$ cat src/rtl/branch_pkg.sv
// -----------------------------------------------------------------------------
// branch_pkg
// Shared definitions for the branch resolution unit:
//   brOp_e    : branch opcode encodings carried on br_op (6 and 7 are illegal)
//   PHT_INIT  : reset value of every prediction counter (weakly not-taken)
//   satUpdate : 2-bit saturating counter step toward the resolved outcome
// -----------------------------------------------------------------------------
package branch_pkg;

   typedef enum logic [2:0] {
      BR_BEQ  = 3'd0,
      BR_BNE  = 3'd1,
      BR_BLEZ = 3'd2,
      BR_BGTZ = 3'd3,
      BR_BLTZ = 3'd4,
      BR_BGEZ = 3'd5
   } brOp_e;

   localparam logic [1:0] PHT_INIT = 2'b01;

   // Move one step toward the outcome, sticking at 2'b00 and 2'b11.
   function automatic logic [1:0] satUpdate(input logic [1:0] ctr, input logic isTaken);
      logic [1:0] nxt;
      nxt = ctr;
      if (isTaken && (ctr != 2'b11)) begin
         nxt = ctr + 2'b01;
      end else if (!isTaken && (ctr != 2'b00)) begin
         nxt = ctr - 2'b01;
      end
      return nxt;
   endfunction

endpackage

$ cat src/rtl/branch_resolve_unit_pht.sv
// -----------------------------------------------------------------------------
// branch_pht
// Pattern history table: DEPTH x 2-bit saturating counters.
// Ports:
//   clk, rst_n : clock, synchronous active-low reset (all counters -> PHT_INIT)
//   rdIdx      : combinational read index
//   rdTaken    : prediction for rdIdx (counter MSB), pre-update value
//   wrEn       : apply one saturating step at wrIdx on this edge
//   wrIdx      : counter to update
//   wrTaken    : resolved outcome driving the step direction
// The read port reflects the registered array only, so a read and a write to
// the same counter in one cycle returns the old value.
// -----------------------------------------------------------------------------
module branch_pht
   import branch_pkg::*;
#(
   parameter int DEPTH = 16,
   parameter int IDX_W = $clog2(DEPTH)
) (
   input  logic             clk,
   input  logic             rst_n,
   input  logic [IDX_W-1:0] rdIdx,
   output logic             rdTaken,
   input  logic             wrEn,
   input  logic [IDX_W-1:0] wrIdx,
   input  logic             wrTaken
);

   logic [1:0] ctr [DEPTH];

   always_ff @(posedge clk) begin
      if (!rst_n) begin
         for (int i = 0; i < DEPTH; i++) begin
            ctr[i] <= PHT_INIT;
         end
      end else if (wrEn) begin
         ctr[wrIdx] <= satUpdate(ctr[wrIdx], wrTaken);
      end
   end

   assign rdTaken = ctr[rdIdx][1];

endmodule

$ cat src/rtl/branch_resolve_unit.sv
// -----------------------------------------------------------------------------
// branch_resolve_unit
// Two-stage branch resolver with a 2-bit-counter predictor.
//   S1 holds the accepted branch and the prediction read at accept time; the
//   condition and target are evaluated from S1 and registered into S2, which
//   drives the outputs.
// Ports:
//   clk, rst_n           : clock, synchronous active-low reset
//   in_valid / in_ready  : branch input handshake
//   pc_plus4, offset     : branch address + 4, signed word offset
//   rs_val, rt_val       : register operands
//   br_op                : 0 BEQ, 1 BNE, 2 BLEZ, 3 BGTZ, 4 BLTZ, 5 BGEZ, 6-7 illegal
//   out_valid / out_ready: result handshake
//   taken, target, next_pc, pred_taken, mispredict, illegal : result fields
// Handshake: a transfer happens on a rising edge where valid && ready are both
// high; the producer holds valid and data until then, and ready never depends
// on the same side's valid. in_ready = !s1Valid || S2 free, so in_ready reacts
// to out_ready but never to in_valid. Outputs stay frozen while
// out_valid && !out_ready.
// OFFSET_W must be <= WIDTH-2; PHT_DEPTH must be a power of two >= 2.
// -----------------------------------------------------------------------------
module branch_resolve_unit
   import branch_pkg::*;
#(
   parameter int WIDTH     = 32,
   parameter int OFFSET_W  = 16,
   parameter int PHT_DEPTH = 16
) (
   input  logic                clk,
   input  logic                rst_n,
   input  logic                in_valid,
   output logic                in_ready,
   input  logic [WIDTH-1:0]    pc_plus4,
   input  logic [OFFSET_W-1:0] offset,
   input  logic [WIDTH-1:0]    rs_val,
   input  logic [WIDTH-1:0]    rt_val,
   input  logic [2:0]          br_op,
   output logic                out_valid,
   input  logic                out_ready,
   output logic                taken,
   output logic [WIDTH-1:0]    target,
   output logic [WIDTH-1:0]    next_pc,
   output logic                pred_taken,
   output logic                mispredict,
   output logic                illegal
);

   localparam int IDX_W = $clog2(PHT_DEPTH);

   // Stage 1 registers
   logic                s1Valid;
   logic [WIDTH-1:0]    s1PcPlus4;
   logic [OFFSET_W-1:0] s1Offset;
   logic [WIDTH-1:0]    s1Rs;
   logic [WIDTH-1:0]    s1Rt;
   logic [2:0]          s1Op;
   logic                s1Pred;
   logic [IDX_W-1:0]    s1Idx;

   // Handshake / control
   logic s2Free;
   logic accept;
   logic xfer;

   // Predictor interface
   logic [IDX_W-1:0] rdIdx;
   logic             rdTaken;
   logic             phtWrEn;

   // Stage 1 evaluation
   logic [WIDTH-1:0] offShift;
   logic [WIDTH-1:0] targetC;
   logic             takenC;
   logic             illegalC;
   logic             rsNeg;
   logic             rsZero;

   assign s2Free   = !out_valid || out_ready;
   assign in_ready = !s1Valid || s2Free;
   assign accept   = in_valid && in_ready;
   assign xfer     = s1Valid && s2Free;

   // Word-aligned PCs: bits [1:0] carry no information, index from bit 2.
   assign rdIdx   = pc_plus4[IDX_W+1:2];
   assign phtWrEn = xfer && !illegalC;

   branch_pht #(
      .DEPTH (PHT_DEPTH),
      .IDX_W (IDX_W)
   ) u_pht (
      .clk     (clk),
      .rst_n   (rst_n),
      .rdIdx   (rdIdx),
      .rdTaken (rdTaken),
      .wrEn    (phtWrEn),
      .wrIdx   (s1Idx),
      .wrTaken (takenC)
   );

   // S1 occupancy: a new accept wins over the drain, which keeps it full.
   always_ff @(posedge clk) begin
      if (!rst_n) begin
         s1Valid <= 1'b0;
      end else if (accept) begin
         s1Valid <= 1'b1;
      end else if (xfer) begin
         s1Valid <= 1'b0;
      end
   end

   // S1 payload only matters while s1Valid, so it needs no reset.
   always_ff @(posedge clk) begin
      if (accept) begin
         s1PcPlus4 <= pc_plus4;
         s1Offset  <= offset;
         s1Rs      <= rs_val;
         s1Rt      <= rt_val;
         s1Op      <= br_op;
         s1Pred    <= rdTaken;
         s1Idx     <= rdIdx;
      end
   end

   // Sign-extended offset already shifted left by two.
   if (OFFSET_W == WIDTH - 2) begin : g_shiftExact
      assign offShift = {s1Offset, 2'b00};
   end else begin : g_shiftExt
      assign offShift = {{(WIDTH-OFFSET_W-2){s1Offset[OFFSET_W-1]}}, s1Offset, 2'b00};
   end

   // Truncating add: wrap-around past 2^WIDTH is intentional.
   assign targetC = s1PcPlus4 + offShift;

   assign rsNeg  = s1Rs[WIDTH-1];
   assign rsZero = (s1Rs == '0);

   always_comb begin
      takenC   = 1'b0;
      illegalC = 1'b0;
      case (s1Op)
         BR_BEQ:  takenC = (s1Rs == s1Rt);
         BR_BNE:  takenC = (s1Rs != s1Rt);
         BR_BLEZ: takenC = rsNeg || rsZero;
         BR_BGTZ: takenC = !rsNeg && !rsZero;
         BR_BLTZ: takenC = rsNeg;
         BR_BGEZ: takenC = !rsNeg;
         default: illegalC = 1'b1;
      endcase
   end

   // S2 / output register: data changes only on a transfer, so a stalled
   // result stays stable; draining clears only out_valid.
   always_ff @(posedge clk) begin
      if (!rst_n) begin
         out_valid  <= 1'b0;
         taken      <= 1'b0;
         target     <= '0;
         next_pc    <= '0;
         pred_taken <= 1'b0;
         mispredict <= 1'b0;
         illegal    <= 1'b0;
      end else if (xfer) begin
         out_valid  <= 1'b1;
         taken      <= takenC;
         target     <= targetC;
         next_pc    <= takenC ? targetC : s1PcPlus4;
         pred_taken <= s1Pred;
         mispredict <= (s1Pred != takenC);
         illegal    <= illegalC;
      end else if (out_ready) begin
         out_valid  <= 1'b0;
      end
   end

endmodule

$ cat config.mk
export PLATFORM = sky130hd
export DESIGN_NAME = branch_resolve_unit
export DESIGN_NICKNAME = d
export VERILOG_FILES = /design/src/rtl/branch_pkg.sv /design/src/rtl/branch_resolve_unit_pht.sv /design/src/rtl/branch_resolve_unit.sv
export SDC_FILE = /design/constraint.sdc
export NUM_CORES = 1
export LEC_CHECK = 0
export BUFFER_PORTS_ARGS = -buffer_cell sky130_fd_sc_hd__buf_2
export CAP_MARGIN = 30
export CELL_PAD_IN_SITES_DETAIL_PLACEMENT = 1
export CELL_PAD_IN_SITES_GLOBAL_PLACEMENT = 1
export CORE_ASPECT_RATIO = 1.1
export CORE_UTILIZATION = 30
export CTS_CLUSTER_SIZE = 40
export DETAILED_ROUTE_END_ITERATION = 6
export GPL_TIMING_DRIVEN = 0
export PLACE_DENSITY_LB_ADDON = 0.1
export SYNTH_ARGS = -nofsm -noshare
export SYNTH_HDL_FRONTEND = slang
export SYNTH_HIERARCHICAL = 1
export SYNTH_SLANG_ARGS = --single-unit
$ cat constraint.sdc
create_clock -name clk -period 3.7 [get_ports clk]
set_input_delay 0.37 -clock clk [delete_from_list [all_inputs] [get_ports clk]]
set_output_delay 0.37 -clock clk [all_outputs]
set_load 0.05 [all_outputs]
==> impl_metrics.tcl <==
set metrics [dict create \
    outcome "finished, final reports clean" \
    synth_cell_types 71 \
    most-common-layout-cells "191 x buf_2, 148 x edfxtp_1, 106 x nand2_1, 106 x dlygate4sd3_1, 71 x nor2_1" \
    hold_path_end "s1Offset[11]" \
    reg2reg_depth 13 \
    die-area_sq_um 35100 \
    hold_viol 0 \
    grt_max_degree 72 \
    grt-ovfl-total 0 \
    clock_sinks 216 \
    drt_first_pass_iters 5 \
    grt_setup_unrepaired "no" \
    hold_start "offset[11]" \
    die_w_microns 179 \
    slew_headroom 0.468 \
    seqPwrFrac 0.426 \
    core_area_sq_um 33500 \
    max_clock_freq_ghz 0.291 \
    post-route-util 0.412 \
    p_leak_nw 5.32 \
    yosys.area.top_type "edfxtp_1" \
    cts_tree "built" \
    nNetsFinal 1373 \
    path_max_fanout 12 \
    route.detailed.drc 0 \
    routed.top_layer "met4" \
    dp_hpwl_microns 23700 \
    ant_nets 0 \
    wl_met1_microns 14400 \
    r2r-end "u_pht/ctr[13][1]" \
    track_usage 0.190 \
    synth_ff_type "edfxtp_1" \
    ys_warn_count 6 \
    p_switching_mw 1.89 \
    antenna_found_initial 0 \
    routed-wl-met3_microns 1340 \
    intPower_mw 4.73 \
    fin_crit_sh 0.929 \
    avgSynthCellArea_sq_um 11.5 \
    grt_pass1_wl_microns 50400 \
    drt_wl_total_microns 32900 \
    required_ns 4.00 \
    clkLatencyLatePin_ns 0.55 \
    antenna_cells 0 \
    cts.path.max_buffers 3 \
    grt_pass1_vias 8809 \
    reg2reg_slack_ns 0.26 \
    final_layout_size_suffix_gt1_frac 0.223 \
    period_minus_slack_ns 3.44 \
    p_clk_frac 0.390 \
    drv_slew 0 \
    final_common_cell "buf_2" \
    critPathLaunchType "flip-flop" \
    synth_top_area_frac 0.431 \
    dr_wl_met2_microns 16700 \
    synth.area.top_cells "edfxtp_1 43%, dfxtp_1 13%, xnor2_1 4.1%" \
    ys_async_sr_fraction 0 \
    clkSlewWorstSetupHoldPaths_ns 0.06 \
    p_comb_frac 0.184 \
    root_buffer "clkbuf_16" \
    hold_depth 1 \
    ios 189 \
    fin_skew_ns 0.0106 \
    numCtsBuffers 27 \
    io_buffers 188 \
    htreeDepth 1 \
    swShare 0.286 \
    wire_per_inst_microns 19.7 \
    ir_worst_vdd_uv 311 \
    timing.rr.start "s1Rs[3]" \
    yosysSeqAreaShare 0.564 \
    worstSetupEndpointType "flip-flop" \
    dr_total_vias 8163 \
    drt-vias-per-instance 4.88 \
    drt_iter0_drc 403 \
    rows 70 \
    gp_congestion 0.848 \
    synth_area_sq_um 10300 \
    ys_ff_latch 216 \
    arrival_ns 3.73 \
    maxCapViolations 0 \
    cellPowerDensity_nw_per_um2 480 \
    syn_inst 897 \
    finalSetupViolCount 0 \
    critical_path_class "flip-flop to flip-flop" \
    syn_to_final_growth_pct 34.0 \
    worst_slew_pin_slew_ns 0.798 \
    final_area_sq_um 13800 \
    dieHeight_microns 196 \
    postPlaceCellArea_sq_um 11800 \
    initial_core_util 0.307 \
    synth-edff-count 148 \
    hp-class "input port to flip-flop" \
    synth_nets 1048 \
]
## worst max-delay path, cell delays in order, from the launching register on
cell       delay [ns]
edfxtp_1         0.43
xnor2_1          0.23
nand4_1          0.14
nor4_1           0.35
nand2_1          0.23
a21o_2           0.34
nand2_4          0.22
inv_6            0.08
buf_6            0.18
mux2i_4          0.24
nand2b_1         0.20
o2bb2ai_4        0.28
buf_6            0.19
nor2_1           0.06
## layout make-up
type / count / area (sq um)
Buffer: 42 / 230
Clock buffer: 37 / 743
Clock inverter: 11 / 125
Fill cell: 3698 / 19700
Inverter: 16 / 65.1
Multi-Input combinational cell: 623 / 4260
Sequential cell: 216 / 5810
Tap cell: 432 / 541
Timing Repair Buffer: 296 / 2040
## kinds of logic after synthesis
group / after synthesis / synth area share
fa+ha+maj: 32 / 0.0396
mux: 36 / 0.0509
xor+xnor: 58 / 0.0508
buf+inv: 58 / 0.0285
compound gates: 210 / 0.137
flops: 216 / 0.564
simple gates: 287 / 0.130
## Yosys cell counts (5+ instances only)
master    instances
edfxtp_1        148
nand2_1         106
nor2_1           71
dfxtp_1          68
a21oi_1          57
o21ai_0          49
xnor2_1          48
ha_1             31
clkbuf_1         27
nand3_1          23
a211oi_1         22
mux2i_1          19
nand4_1          18
inv_1            14
and2_1           13
a21o_1           12
nor4_1           12
o211ai_1         12
o21a_1           12
nand2b_1         11
and3_1            9
mux4_2            9
nor3_1            9
xor2_1            8
a311oi_1          6
a31oi_1           6
mux2_2            5
o31ai_1           5
## through the flow
step                      power (mW)  setup slack [ns]  TNS [ns]  instances  hold slack [ns]
after floorplan                 3.62             0.647         0        897            0.469
after global placement          3.99            -0.315     -5.54       1517            0.444
after detailed placement        4.00            -0.412     -7.80       1518            0.448
after CTS                       6.71            0.0358         0       1671          0.00293
after global routing            6.91            0.0390         0       1673          0.00110
final                           6.63             0.264         0       1673           0.0257
## layer usage
metal  vias to the layer above  global-route usage
li1                       3996                   -
met1                      3964               0.240
met2                       171               0.337
met3                        32              0.0284
met4                         0              0.0433
met5                         -                   0
## worst max-delay path by stage
stage,start,endpoint,slack (ns),cells past startpoint
6_report,s1Rs[3],u_pht/ctr[13][1],0.26,13
4_1_cts,s1Rs[18],u_pht/ctr[15][0],0.04,11
3_5_place_dp,s1Rs[3],u_pht/ctr[10][1],-0.41,13
2_1_floorplan,out_valid,s1Offset[0],0.65,3
5_1_grt,s1Rs[3],u_pht/ctr[14][1],0.04,13
3_3_place_gp,s1Rs[3],u_pht/ctr[10][1],-0.31,13
## registers in the layout, summed over array words and instances (netlist names)
register    count
next_pc        30
pred_taken      1
out_valid       1
s1PcPlus4      32
taken           1
s1Pred          1
s1Offset       16
target         32
s1Op            3
s1Rt           32
mispredict      1
illegal         1
s1Valid         1
u_pht/ctr      32
s1Rs           32
## power groups by stage
| stage | registers (mW) | clock network (mW) | logic, mW |
|---|---|---|---|
| 2_1_floorplan | 3.04 | 0 | 0.579 |
| 6_report | 2.83 | 2.58 | 1.22 |
| 3_3_place_gp | 2.88 | 0 | 1.11 |
| 4_1_cts | 2.83 | 2.66 | 1.22 |
| 5_1_grt | 2.84 | 2.74 | 1.33 |
| 3_5_place_dp | 2.88 | 0 | 1.12 |
## repair_timing
item | in CTS | in global routing
hold buffers | 105 | 1
pin swaps | 0 | 1
endpoints found under the setup margin | 32 | 18
resized for setup | 5 | 5
endpoints found under the hold margin | 105 | 1
setup buffers | 0 | 1
Power figures use the tool's default switching activity.
